## config.mk

```make
export PLATFORM = sky130hd
export DESIGN_NAME = fb_rect_fill
export DESIGN_NICKNAME = d
export VERILOG_FILES = /design/src/rtl/fb_rect_fill.sv
export SDC_FILE = /design/constraint.sdc
export NUM_CORES = 1
export LEC_CHECK = 0
export ABC_AREA = 1
export CORE_MARGIN = 2
export CORE_UTILIZATION = 41
export DETAILED_ROUTE_END_ITERATION = 10
export GPL_TIMING_DRIVEN = 0
export SYNTH_ARGS = -nofsm -noshare
export SYNTH_HDL_FRONTEND = slang
export SYNTH_SLANG_ARGS = --single-unit
export TNS_END_PERCENT = 20
```

## constraint.sdc

```tcl
create_clock -name clk -period 2.3 [get_ports clk]
set_input_delay 0.575 -clock clk [delete_from_list [all_inputs] [get_ports clk]]
set_output_delay 0.575 -clock clk [all_outputs]
set_load 0.1 [all_outputs]
```

## src/rtl/fb_rect_fill.sv

```systemverilog
// fb_rect_fill: clips rectangle commands to the screen and fills them one framebuffer write per clock; define FB_VSYNC_WAIT_EN to start fills on the v_sync falling edge
module fb_rect_fill #(
  parameter int RES_X      = 320,
  parameter int RES_Y      = 240,
  parameter int MEM_WIDTH  = 8,
  parameter int MEM_DEPTH  = RES_X * RES_Y,
  parameter int ADDR_WIDTH = $clog2(MEM_DEPTH),
  parameter int X_W        = $clog2(RES_X + 1),
  parameter int Y_W        = $clog2(RES_Y + 1)
) (
  input  logic                  clk,
  input  logic                  rst,
`ifdef FB_VSYNC_WAIT_EN
  input  logic                  v_sync,
`endif
  input  logic                  cmd_valid,
  output logic                  cmd_ready,
  input  logic [X_W-1:0]        cmd_x0,
  input  logic [Y_W-1:0]        cmd_y0,
  input  logic [X_W-1:0]        cmd_w,
  input  logic [Y_W-1:0]        cmd_h,
  input  logic [MEM_WIDTH-1:0]  cmd_color,
  output logic [ADDR_WIDTH-1:0] mem_addr,
  output logic [MEM_WIDTH-1:0]  din,
  output logic                  wen,
  output logic                  busy,
  output logic                  done
);
  typedef enum logic [2:0] {IDLE, SETUP, FILL, DONE, VWAIT} state_t;
  state_t state, state_nx;
  logic [X_W-1:0] x0, w, x, x_end;
  logic [Y_W-1:0] y0, h, y, y_end;
  logic [MEM_WIDTH-1:0] color;
  logic [ADDR_WIDTH-1:0] row_base;
  logic [X_W:0] x_sum;
  logic [Y_W:0] y_sum;
  logic accept, degen, row_last, last, start;
`ifdef FB_VSYNC_WAIT_EN
  localparam state_t RUN = VWAIT;
  logic vs_q, vs_qq;
  always_ff @(posedge clk) begin
    vs_q  <= rst ? 1'b1 : v_sync;
    vs_qq <= rst ? 1'b1 : vs_q;
  end
  assign start = vs_qq && !vs_q;
`else
  localparam state_t RUN = FILL;
  assign start = 1'b1;
`endif
  assign accept   = cmd_valid && cmd_ready;
  assign x_sum    = {1'b0, x0} + {1'b0, w};
  assign y_sum    = {1'b0, y0} + {1'b0, h};
  assign degen    = w == '0 || h == '0 || x0 >= X_W'(RES_X) || y0 >= Y_W'(RES_Y);
  assign row_last = x + X_W'(1) == x_end;
  assign last     = row_last && y + Y_W'(1) == y_end;
  always_comb begin
    state_nx = state == IDLE  ? (accept ? SETUP : IDLE) :
               state == SETUP ? (degen ? DONE : RUN) :
               state == VWAIT ? (start ? FILL : VWAIT) :
               state == FILL  ? (last ? DONE : FILL) : IDLE;
  end
  always_ff @(posedge clk) begin
    if (rst) begin
      state     <= IDLE;
      cmd_ready <= 1'b0;
      busy      <= 1'b0;
      done      <= 1'b0;
      wen       <= 1'b0;
      mem_addr  <= '0;
      din       <= '0;
    end else begin
      state     <= state_nx;
      cmd_ready <= state == IDLE && !accept;
      busy      <= state != IDLE || accept;
      done      <= state == DONE;
      wen       <= state == FILL;
      mem_addr  <= state == FILL ? row_base + ADDR_WIDTH'(x) : '0;
      din       <= state == FILL ? color : '0;
    end
  end
  always_ff @(posedge clk) begin
    if (accept) begin
      x0    <= cmd_x0;
      y0    <= cmd_y0;
      w     <= cmd_w;
      h     <= cmd_h;
      color <= cmd_color;
    end
    if (state == SETUP) begin
      x        <= x0;
      y        <= y0;
      x_end    <= x_sum > (X_W+1)'(RES_X) ? X_W'(RES_X) : x_sum[X_W-1:0];
      y_end    <= y_sum > (Y_W+1)'(RES_Y) ? Y_W'(RES_Y) : y_sum[Y_W-1:0];
      row_base <= ADDR_WIDTH'(y0) * ADDR_WIDTH'(RES_X);
    end
    if (state == FILL) begin
      x <= row_last ? x0 : x + X_W'(1);
      if (row_last) begin
        y        <= y + Y_W'(1);
        row_base <= row_base + ADDR_WIDTH'(RES_X);
      end
    end
  end
endmodule
```

# == After elaboration in Yosys (flattened, before gate mapping) ==
# Cells that the tools add are included.
# classes
magnitude_cmp,4
n_mul,1
reduce_logical,14
addsub,6
n_mux,16
shifts,0
n_bitwise,1
div_mod_pow,0
eq_ne,6
# op_table
operator,n
$mux 17,3
$mux 9,3
$mux 8,3
$add 17x9->17,1
$add 17x9->17 const B,1
$mul 8x3->11 const B,1
$add 9x9->10,1
$gt 10x9->1 const B,1
$add 8x8->9,1
$add 9x1->9 const B,1
$eq 9x9->1,1
$ge 9x9->1 const B,1
$gt 9x8->1 const B,1
$logic_not 9->1,1
$add 8x1->8 const B,1
$eq 8x8->1,1
$ge 8x8->1 const B,1
$logic_not 8->1,1
$mux 2,4
$eq 3x2->1 const B,2
$logic_or 1x1->1,4
$eq 3x1->1 const B,1
$eq 3x3->1 const B,1
$logic_and 1x1->1,3
other kinds (7),9
# totals
elab_cells,65
output_inout_bits,29
ff_bits,125
ram_bits,0
mem_count,0
romBits,0
latch_bits,0

# == Depth between registers and ports, before layout ==
# Gate-level depths: netlist of the first run.
# depth
ltp_word,8
ltp_mapped,15
depth_no_buf,14

# == Least setup slack after synthesis of the first run ==
# Ideal clock, no wire load.
# synth_path
path_type,register to register
start,register cmd_ready
end,register color[0] (enable)
path_buffers,0
arrival_ns,2.004
stages_incl_launch_ff,3
synth_period_minus_slack_ns,2.400
setup_slack_ns,-0.100
cell_sequence,dfxtp_1 > nand2_1 > inv_1
# synth_between
elab_chain_cells,1
# synth_lines
item,line,source
start: declaration,17,"output logic cmd_ready,"
start signal: assignment,73,cmd_ready <= state == IDLE && !accept;
$logic_and 1x1->1,50,assign accept = cmd_valid && cmd_ready;
net accept,37,"logic accept, degen, row_last, last, start;"
end signal: assignment,87,color <= cmd_color;
end: declaration,33,logic [MEM_WIDTH-1:0] color;
# The timed path passes the listed nets, and every way through them passes these cells.
# A chain may end at the register's enable or synchronous reset.

# == Worst setup path after layout of the first run ==
# layout_path
start,register x[0]
end,"register x[2], data pin"
# layout_between
elab_chain_cells,4
# layout_lines
item,line,source
start: declaration,31,"logic [X_W-1:0] x0, w, x, x_end;"
start signal: assignment,97,x <= row_last ? x0 : x + X_W'(1);
$add 9x1->9 (*),"54, 97",
$eq 9x9->1,54,assign row_last = x + X_W'(1) == x_end;
$mux 9 (*),97,
$mux 9 (*),96,if (state == FILL) begin
# Every way passes the cells marked *; elsewhere a longest branch is shown, timed or not.

==> impl_metrics.env, run 1 <==
export IMPL_period_needed_ns=2.19
export IMPL_hp_class="reg2reg"
export IMPL_fin_skew_ns=0.0101
export IMPL_finalHoldViolCount=0
export IMPL_rows=46
export IMPL_stdcell_area_um2=8430
export IMPL_yosysWarnings=0
export IMPL_setup_violations_final=0
export IMPL_grt_max_degree=43
export IMPL_final_net_count=963
export IMPL_grt_first_pass_wirelength_um=23300
export IMPL_ys_seq_area_frac=0.484
export IMPL_grt_usage=0.170
export IMPL_htree_levels=4
export IMPL_insertion_delay_ns=0.43
export IMPL_dr_first_iter_drc_count=224
export IMPL_whs_ns=0.468
export IMPL_slew_violations=0
export IMPL_overflow=0
export IMPL_synth_seq_cells=124
export IMPL_crit_arrival_ns=2.35
export IMPL_tightest_slew_ns=0.962
export IMPL_critPathKind="reg2reg"
export IMPL_io_buffers=73
export IMPL_fmax_ghz=0.456
export IMPL_syn_cell_area_um2=6660
export IMPL_post_route_period_util=0.953
export IMPL_die_w_um=131
export IMPL_path_max_fanout=7
export IMPL_viasPerCell=4.78
export IMPL_synth_edff_count=74
export IMPL_diodes=0
export IMPL_core_um2=15900
export IMPL_final_cells=1097
export IMPL_cp_required_ns=2.46
export IMPL_ant_nets=0
export IMPL_wl_per_cell_um=12.9
export IMPL_vias=5242
export IMPL_placed_area_um2=7660
export IMPL_area_growth_syn_to_layout_pct=26.6
export IMPL_synth_area_top_cells="edfxtp_1, dfxtp_1, nand2_1, ha_1, inv_1"
export IMPL_postSynthCellCount=766
export IMPL_endpoint_kind="flop"
export IMPL_cellPowerDensity_nw_per_um2=818
export IMPL_numCtsBuffers=17
export IMPL_antenna_found_initial=0
export IMPL_rsz0062_at_grt="yes"
export IMPL_dieArea_um2=17300
export IMPL_worstSetupStartpointType="flop"
export IMPL_grt_pass1_vias=5081
export IMPL_vdd_ir_drop_max_uv=557
export IMPL_synth_top_area_share=0.334
export IMPL_drt_total_wl_um=14100
export IMPL_io_pins=74
export IMPL_yosys_area_top_type="edfxtp_1"
export IMPL_drive_gt1_frac=0.102
export IMPL_synthArstFlopShare=0
export IMPL_clock_sinks=124
export IMPL_leakage_nw=3.86
export IMPL_maxCapViolCount=0
export IMPL_max_slew_margin=0.361
export IMPL_drc=0
export IMPL_synth_nets=860
export IMPL_dp_hpwl_um=10500
export IMPL_dp_cells=1055
export IMPL_start_util=0.419
export IMPL_finalPower_mw=6.89
export IMPL_die_h_um=131
export IMPL_synth_most_common_cell="nand2_1"
export IMPL_synthTopCellsByCount="nand2_1, inv_1, edfxtp_1"
export IMPL_status="finished clean"
export IMPL_drt_pass1_iter_count=5
export IMPL_clk_pin_slew_worst_paths_ns=0.06
export IMPL_post_synth_cell_area_avg_um2=8.69
export IMPL_clockRootBuffer="clkbuf_16"
export IMPL_clock_tree_buffer_depth=2
export IMPL_setup_tns_ns=0
export IMPL_synth_ff_type="edfxtp_1"
export IMPL_ys_types=40
export IMPL_cts_tree="done"
export IMPL_place_congestion=0.878
cells in the final DEF, fill, tap and decap left out, drive strengths merged:
cell | Yosys | layout
nand2 | 195 | 195
inv | 105 | 107
edfxtp | 74 | 74
nor2 | 68 | 68
o21ai | 52 | 52
dfxtp | 50 | 50
nand3 | 50 | 50
ha | 45 | 45
clkdlybuf4s50 | 0 | 44
a21oi | 40 | 40
dlygate4sd2 | 0 | 29
clkbuf | 6 | 25
xor2 | 18 | 18
buf | 4 | 14
nor3 | 11 | 11
nand4 | 9 | 9
clkinvlp | 0 | 6
nand3b | 5 | 5
xnor2 | 5 | 5
nor4 | 4 | 4
fa | 4 | 4
clkinv | 1 | 4
o21bai | 3 | 3
o22ai | 3 | 3
o21a | 3 | 3
o211ai | 2 | 2
a21o | 2 | 2
bufinv | 0 | 2
a21boi | 2 | 2
nor3b | 1 | 1
mux2i | 1 | 1
o31ai | 1 | 1
a31oi | 1 | 1
a211oi | 1 | 1
final timing paths:
kind,depth (start not counted),to,slack (ns),startpoint
worst max-delay path,12,x[2],0.11,x[0]
worst min register to register,2,din[5],0.47,color[5]
worst min-delay path,2,din[5],0.47,color[5]
worst max register to register,12,x[2],0.11,x[0]
routing by layer:
metal  wire length (µm)  vias up  global-route usage
li1                   -     2757                   -
met1               6530     2347               0.211
met2               6660      116               0.277
met3                699       22              0.0544
met4                228        0              0.0664
met5                  0        -                   0
final cells by class:
cell class,count,area [µm²]
Multi-Input combinational cell,526,3080
Clock inverter,13,143
Fill cell,1482,7460
Clock buffer,18,439
Buffer,10,72.6
Tap cell,216,270
Timing Repair Buffer,84,795
Sequential cell,124,3220
Inverter,106,404
cell families (layout without fill, tap and decap cells):
family | count (synthesis) | count (layout) | share of synthesized area
adders and majority gates | 49 | 49 | 0.0966
DFF | 124 | 124 | 0.484
AOI/OAI and AO/OA | 110 | 110 | 0.0904
and+or+nand+nor | 343 | 343 | 0.227
xor gates and xnor gates | 23 | 23 | 0.0303
buffers and inverters | 116 | 231 | 0.0701
muxes | 1 | 1 | 0.00150
worst max-delay path, cell delays in order (launching register included):
cell and delay (ns):
edfxtp_1 0.43, ha_2 0.24, nand2_2 0.08, nand2_1 0.07, nand2_1 0.07, nand2_1 0.07, nor2_2 0.15, nand3_2 0.13
nor2_4 0.20, nand3_4 0.15, nand2_4 0.14, buf_8 0.12, o21ai_0 0.08
sequential cells by signal, summed over array words and instances, names as in the netlist, 2 cells and up:
register / cells
color: 8
din: 8
h: 8
mem_addr: 17
row_base: 17
state: 2
w: 9
x: 9
x0: 9
x_end: 9
y: 8
y0: 8
y_end: 8
per-stage QoR:
stage,utilization,worst slack (ns)
after global routing,0.531,-0.0503
after global placement,0.482,-0.314
after detailed placement,0.482,-0.308
after floorplan,-,0.197
final,0.531,0.107
after CTS,0.519,0.00194
timing repair:
action                                  in CTS  in global routing
pin swaps                                    0                  9
gates resized for setup                     38                 25
gates cloned                                 0                  1
hold buffers                                 0                  0
buffers inserted                             2                  8
endpoints found under the setup margin      70                 57
power by group:
part / internal, mW / total, mW / switching [mW]
combinational: 0.567 / 1.44 / 0.870
sequential: 2.60 / 2.82 / 0.226
clock: 1.62 / 2.63 / 1.01
total: 4.78 / 6.89 / 2.11
(Power assumes the default switching activity.)
==> run 2: changes to the inputs <==
--- a/config.mk
+++ b/config.mk
@@ -7,9 +7,10 @@
 export LEC_CHECK = 0
 export ABC_AREA = 1
 export CORE_MARGIN = 2
-export CORE_UTILIZATION = 41
+export CORE_UTILIZATION = 46
 export DETAILED_ROUTE_END_ITERATION = 10
 export GPL_TIMING_DRIVEN = 0
+export PLACE_DENSITY = 0.67
 export SYNTH_ARGS = -nofsm -noshare
 export SYNTH_HDL_FRONTEND = slang
 export SYNTH_SLANG_ARGS = --single-unit
==> run 2 against run 1 <==
Net effect:
- maximum frequency fell by 1.9%
- hold slack gained 0.0027 ns
- cell count decreased by 3.2%
- utilization increased by 7.1 points
- wire length up 4.3%
- highest routed layer unchanged
- sequential power is essentially flat
- non-clock buffer count is 1 higher
- critical endpoint is now cmd_ready
- critical path depth is 11 lower
- via count grew 2.4%
- final area down 0.15%
- die area down 11%
- clock power hardly changed
==> impl_metrics.env, run 2 (synthesis results as in run 1) <==
export IMPL_status="finished clean"
export IMPL_area_growth_syn_to_layout_pct=26.5
export IMPL_critPathKind="reg2out"
export IMPL_fin_skew_ns=0.0137
export IMPL_vias=5369
export IMPL_die_h_um=124
export IMPL_crit_buf_inv=1
export IMPL_drive_gt1_frac=0.107
export IMPL_path_max_fanout=2
export IMPL_nFillCells=1248
export IMPL_grt_max_degree=43
export IMPL_switching_power_mw=2.10
export IMPL_rsz0062_at_grt="yes"
export IMPL_dp_slack_ns=-0.241
export IMPL_die_w_um=124
export IMPL_cellPowerDensity_nw_per_um2=822
export IMPL_period_needed_ns=2.23
export IMPL_finalHoldViolCount=0
export IMPL_comb_power_share=0.212
export IMPL_hp_class="reg2reg"
export IMPL_power_frac_seq=0.409
export IMPL_place_congestion=0.876
export IMPL_rows=43
export IMPL_tightest_slew_ns=1.02
export IMPL_postLayoutSetupSlackWorst_ns=0.0657
export IMPL_ctsHoldBuffers=0
export IMPL_core_um2=14000
export IMPL_grt_pass1_vias=5148
export IMPL_wl_per_cell_um=13.9
export IMPL_grt_usage=0.190
export IMPL_endpoint_kind="output port"
export IMPL_dp_hpwl_um=10700
export IMPL_clock_sinks=124
export IMPL_clockRootBuffer="clkbuf_16"
export IMPL_layout_common_cells="nand2_1, inv_1, edfxtp_1"
export IMPL_overflow=0
export IMPL_io_pins=74
export IMPL_cts_tree="done"
export IMPL_power_share_clock=0.379
export IMPL_drt_total_wl_um=14700
export IMPL_switching_share=0.303
export IMPL_io_buffers=73
export IMPL_dr_first_iter_drc_count=277
export IMPL_clock_tree_buffer_depth=2
export IMPL_grt_first_pass_wirelength_um=23700
export IMPL_ant_nets=0
export IMPL_diodes=0
export IMPL_final_net_count=964
export IMPL_clk_pin_slew_worst_paths_ns=0.05
export IMPL_insertion_delay_ns=0.42
export IMPL_critPathSlowestCell="dlygate4sd2_1"
export IMPL_whs_ns=0.471
export IMPL_drt_pass1_iter_count=5
export IMPL_htree_levels=4
export IMPL_vdd_ir_drop_max_uv=570
export IMPL_start_util=0.476
export IMPL_setup_violations_final=0
export IMPL_cpPeakStageDelay_ns=0.90
export IMPL_antenna_found_initial=0
export IMPL_drc=0
export IMPL_p_int_mw=4.82
export IMPL_cp_required_ns=1.73
export IMPL_worstSetupStartpointType="flop"
export IMPL_leakage_nw=3.86
export IMPL_top_regs="mem_addr x17, row_base x17"
export IMPL_fmax_ghz=0.448
export IMPL_numCtsBuffers=17
export IMPL_cp_cell_sequence="dlygate4sd2_1"
export IMPL_dp_cells=1019
export IMPL_final_common_cell="nand2_1"
export IMPL_crit_arrival_ns=1.66
export IMPL_dieArea_um2=15400
export IMPL_crit_family="buffers and inverters"
export IMPL_slew_violations=0
export IMPL_maxCapViolCount=0
export IMPL_final_cells=1062
export IMPL_viasPerCell=5.06
export IMPL_fin_util=0.602
export IMPL_max_slew_margin=0.325
export IMPL_post_route_period_util=0.971
[run 2: final cells by class]
class	instances	area [µm²]	area share
Buffer	10	76.3	0.00907
Multi-Input combinational cell	526	3120	0.371
Clock buffer	21	460	0.0547
Sequential cell	124	3220	0.383
Tap cell	180	225	0.0268
Clock inverter	10	119	0.0141
Inverter	106	404	0.0480
Timing Repair Buffer	85	785	0.0932
[run 2: worst register-to-register path, stage by stage, from the launching register on]
cell and delay [ns]:
edfxtp_1 0.49, ha_4 0.19, nand3_2 0.14, o21ai_2 0.19
nand2_1 0.09, nand2_1 0.10, nand2_1 0.09, nor2_4 0.14
nand3_4 0.15, nand2_4 0.14, buf_8 0.14, o21ai_0 0.09
[run 2: what timing repair did]
action,in CTS,in global routing
setup buffers,0,12
endpoints found under the setup margin,68,60
pin swaps,1,12
gates resized for setup,41,30
[run 2: path summary, 6_finish.rpt]
check	from	end	slack (ns)	cells past startpoint
worst max-delay path	cmd_ready	cmd_ready	0.07	1
worst min-delay path	color[2]	din[2]	0.47	2
worst max register to register	x[0]	x[6]	0.07	11
worst min register to register	color[2]	din[2]	0.47	2
[run 2: per-stage QoR]
stage          power [mW]  TNS, ns  cell area (µm²)
2_1_floorplan        3.86        0             6660
3_3_place_gp         4.20    -2.90             7610
3_5_place_dp         4.25    -5.80             7610
4_1_cts              6.88  -0.0442             8200
5_1_grt              7.30   -0.713             8420
6_report             6.92        0             8420
[run 2: power groups by stage]
| stage | Clock [mW] | Combinational, mW | Sequential, mW |
|---|---|---|---|
| floorplan | 0 | 1.03 | 2.84 |
| global placement | 0 | 1.34 | 2.86 |
| detailed placement | 0 | 1.38 | 2.87 |
| CTS | 2.66 | 1.40 | 2.82 |
| global route | 2.77 | 1.67 | 2.86 |
| finish | 2.62 | 1.47 | 2.83 |
[run 2: routing by layer]
layer / up-vias / share of wire / GRT usage / routed length [µm]
met1: 2466 / 0.46 / 0.241 / 6790
met5: - / 0 / 0 / 0
met3: 22 / 0.048 / 0.0593 / 711
met2: 130 / 0.48 / 0.309 / 7030
met4: 0 / 0.014 / 0.0621 / 207
li1: 2751 / - / - / -
==> run 3: changes to the inputs <==
--- a/config.mk
+++ b/config.mk
@@ -6,7 +6,7 @@
 export NUM_CORES = 1
 export LEC_CHECK = 0
 export ABC_AREA = 1
-export CORE_MARGIN = 2
+export CORE_MARGIN = 5
 export CORE_UTILIZATION = 46
 export DETAILED_ROUTE_END_ITERATION = 10
 export GPL_TIMING_DRIVEN = 0
==> run 3 against run 2 <==
Net effect:
- sequential power about the same
- sequential share of layout area up 0.063 points
- wire length fell by 8.3%
- flip-flop and latch count unchanged
- die area up 9.9%
- clock-buffer cell count decreased by 4
- final area fell by 0.16%
- first-iteration DRC count down 9.4%
- non-clock buffer count is 3 lower
- clock power rose by 2%
- largest cell class unchanged
==> impl_metrics.env, run 3 (synthesis results as in run 1) <==
export IMPL_die_h_um=130
export IMPL_critPathKind="reg2reg"
export IMPL_max_slew_margin=0.344
export IMPL_drt_total_wl_um=13500
export IMPL_diodes=0
export IMPL_slew_violations=0
export IMPL_clockRootBuffer="clkbuf_16"
export IMPL_fin_util=0.585
export IMPL_fin_skew_ns=0.00757
export IMPL_overflow=0
export IMPL_grt_first_pass_wirelength_um=22300
export IMPL_cpPeakStageDelay_ns=0.40
export IMPL_antenna_found_initial=0
export IMPL_stdcell_area_um2=8400
export IMPL_cp_cell_sequence="ha_1 > fa_1 > nand3_1 > nand2_1 > nand3_1 > nand2_1 > nand2_1 > nand2_1 > xor2_1 > nand2_1 > nand2_2 > nor2_1"
export IMPL_area_growth_syn_to_layout_pct=26.2
export IMPL_maxCapViolCount=0
export IMPL_htree_levels=4
export IMPL_rsz0062_at_grt="yes"
export IMPL_clock_sinks=124
export IMPL_place_congestion=0.866
export IMPL_final_cells=1064
export IMPL_clock_tree_buffer_depth=2
export IMPL_fmax_ghz=0.453
export IMPL_io_pins=74
export IMPL_r2r_setup_slack_ns=0.09
export IMPL_leakage_nw=3.85
export IMPL_setup_violations_final=0
export IMPL_vias=5201
export IMPL_post_route_period_util=0.960
export IMPL_dieArea_um2=17000
export IMPL_numCtsBuffers=17
export IMPL_finalPower_mw=6.91
export IMPL_final_net_count=961
export IMPL_hp_class="reg2reg"
export IMPL_worstSetupStartpointType="flop"
export IMPL_viasPerCell=4.89
export IMPL_cpMostUsedCell="nand2_1"
export IMPL_top_regs="mem_addr x17, row_base x17"
export IMPL_start_util=0.463
export IMPL_crit_arrival_ns=2.38
export IMPL_layout_common_cells="nand2_1, inv_1, edfxtp_1"
export IMPL_drc=0
export IMPL_drt_pass1_iter_count=5
export IMPL_cts_tree="done"
export IMPL_setup_tns_ns=0
export IMPL_endpoint_kind="flop"
export IMPL_cellPowerDensity_nw_per_um2=822
export IMPL_vdd_ir_drop_max_uv=581
export IMPL_ant_nets=0
export IMPL_wl_per_cell_um=12.7
export IMPL_dr_first_iter_drc_count=251
export IMPL_final_common_cell="nand2_1"
export IMPL_insertion_delay_ns=0.42
export IMPL_tightest_slew_ns=0.989
export IMPL_grt_pass1_vias=4828
export IMPL_clk_pin_slew_worst_paths_ns=0.06
export IMPL_finalHoldViolCount=0
export IMPL_cp_required_ns=2.48
export IMPL_path_max_fanout=6
export IMPL_status="finished clean"
export IMPL_crit_family="simple AND/OR/NAND/NOR gates"
export IMPL_grt_usage=0.168
export IMPL_critPathSlowestCell="fa_1"
export IMPL_io_buffers=73
export IMPL_drive_gt1_frac=0.106
export IMPL_core_um2=14400
export IMPL_dp_hpwl_um=9940
export IMPL_period_needed_ns=2.21
export IMPL_placed_area_um2=7620
export IMPL_ctsHoldBuffers=0
export IMPL_crit_buf_inv=0
export IMPL_grt_max_degree=43
export IMPL_rows=44
export IMPL_dp_cells=1023
export IMPL_die_w_um=130
## run 3: path summary, 6_finish.rpt
check | end | cells past startpoint | from
min | din[3] | 2 | color[3]
max reg2reg | x_end[5] | 12 | x0[0]
min reg2reg | din[3] | 2 | color[3]
max | x_end[5] | 12 | x0[0]
## run 3: layout make-up
| type | instances | area [µm²] |
|---|---|---|
| timing repair buffer | 82 | 762 |
| sequential | 124 | 3220 |
| fill | 1275 | 5970 |
| buffer | 10 | 72.6 |
| clock buffer | 17 | 425 |
| multi-input combinational | 526 | 3120 |
| tap | 184 | 230 |
| clock inverter | 15 | 164 |
| inverter | 106 | 403 |
## run 3: layer usage
layer | part of all wire | global-route usage
met1 | 0.47 | 0.220
met2 | 0.45 | 0.260
met3 | 0.063 | 0.0544
met4 | 0.017 | 0.0660
met5 | 0 | 0
## run 3: worst register-to-register path, stage by stage, from the launching register on
cell and delay [ns]:
edfxtp_1 0.39, ha_1 0.25, fa_1 0.40, nand3_1 0.10, nand2_1 0.08, nand3_1 0.07, nand2_1 0.07, nand2_1 0.06
nand2_1 0.05, xor2_1 0.18, nand2_1 0.11, nand2_2 0.12, nor2_1 0.05
## run 3: repair_timing
item | 4_1_cts | 5_1_grt
pin swaps | 1 | 11
endpoints found under the setup margin | 57 | 56
gates resized for setup | 35 | 32
setup buffers | 3 | 6
## run 3: power by group
| group | switching, mW | total [mW] | internal [mW] | leakage (nW) |
|---|---|---|---|---|
| logic | 0.856 | 1.43 | 0.570 | 2.46 |
| clock network | 1.05 | 2.66 | 1.61 | 0.279 |
| registers | 0.222 | 2.82 | 2.60 | 1.11 |
| total | 2.13 | 6.91 | 4.78 | 3.85 |
## run 3: metrics by stage
step,worst slack (ns),hold slack [ns]
3_5_place_dp,-0.280,0.456
2_1_floorplan,0.197,0.439
6_report,0.0931,0.463
3_3_place_gp,-0.257,0.443
5_1_grt,-0.0414,0.511
4_1_cts,0.00644,0.469
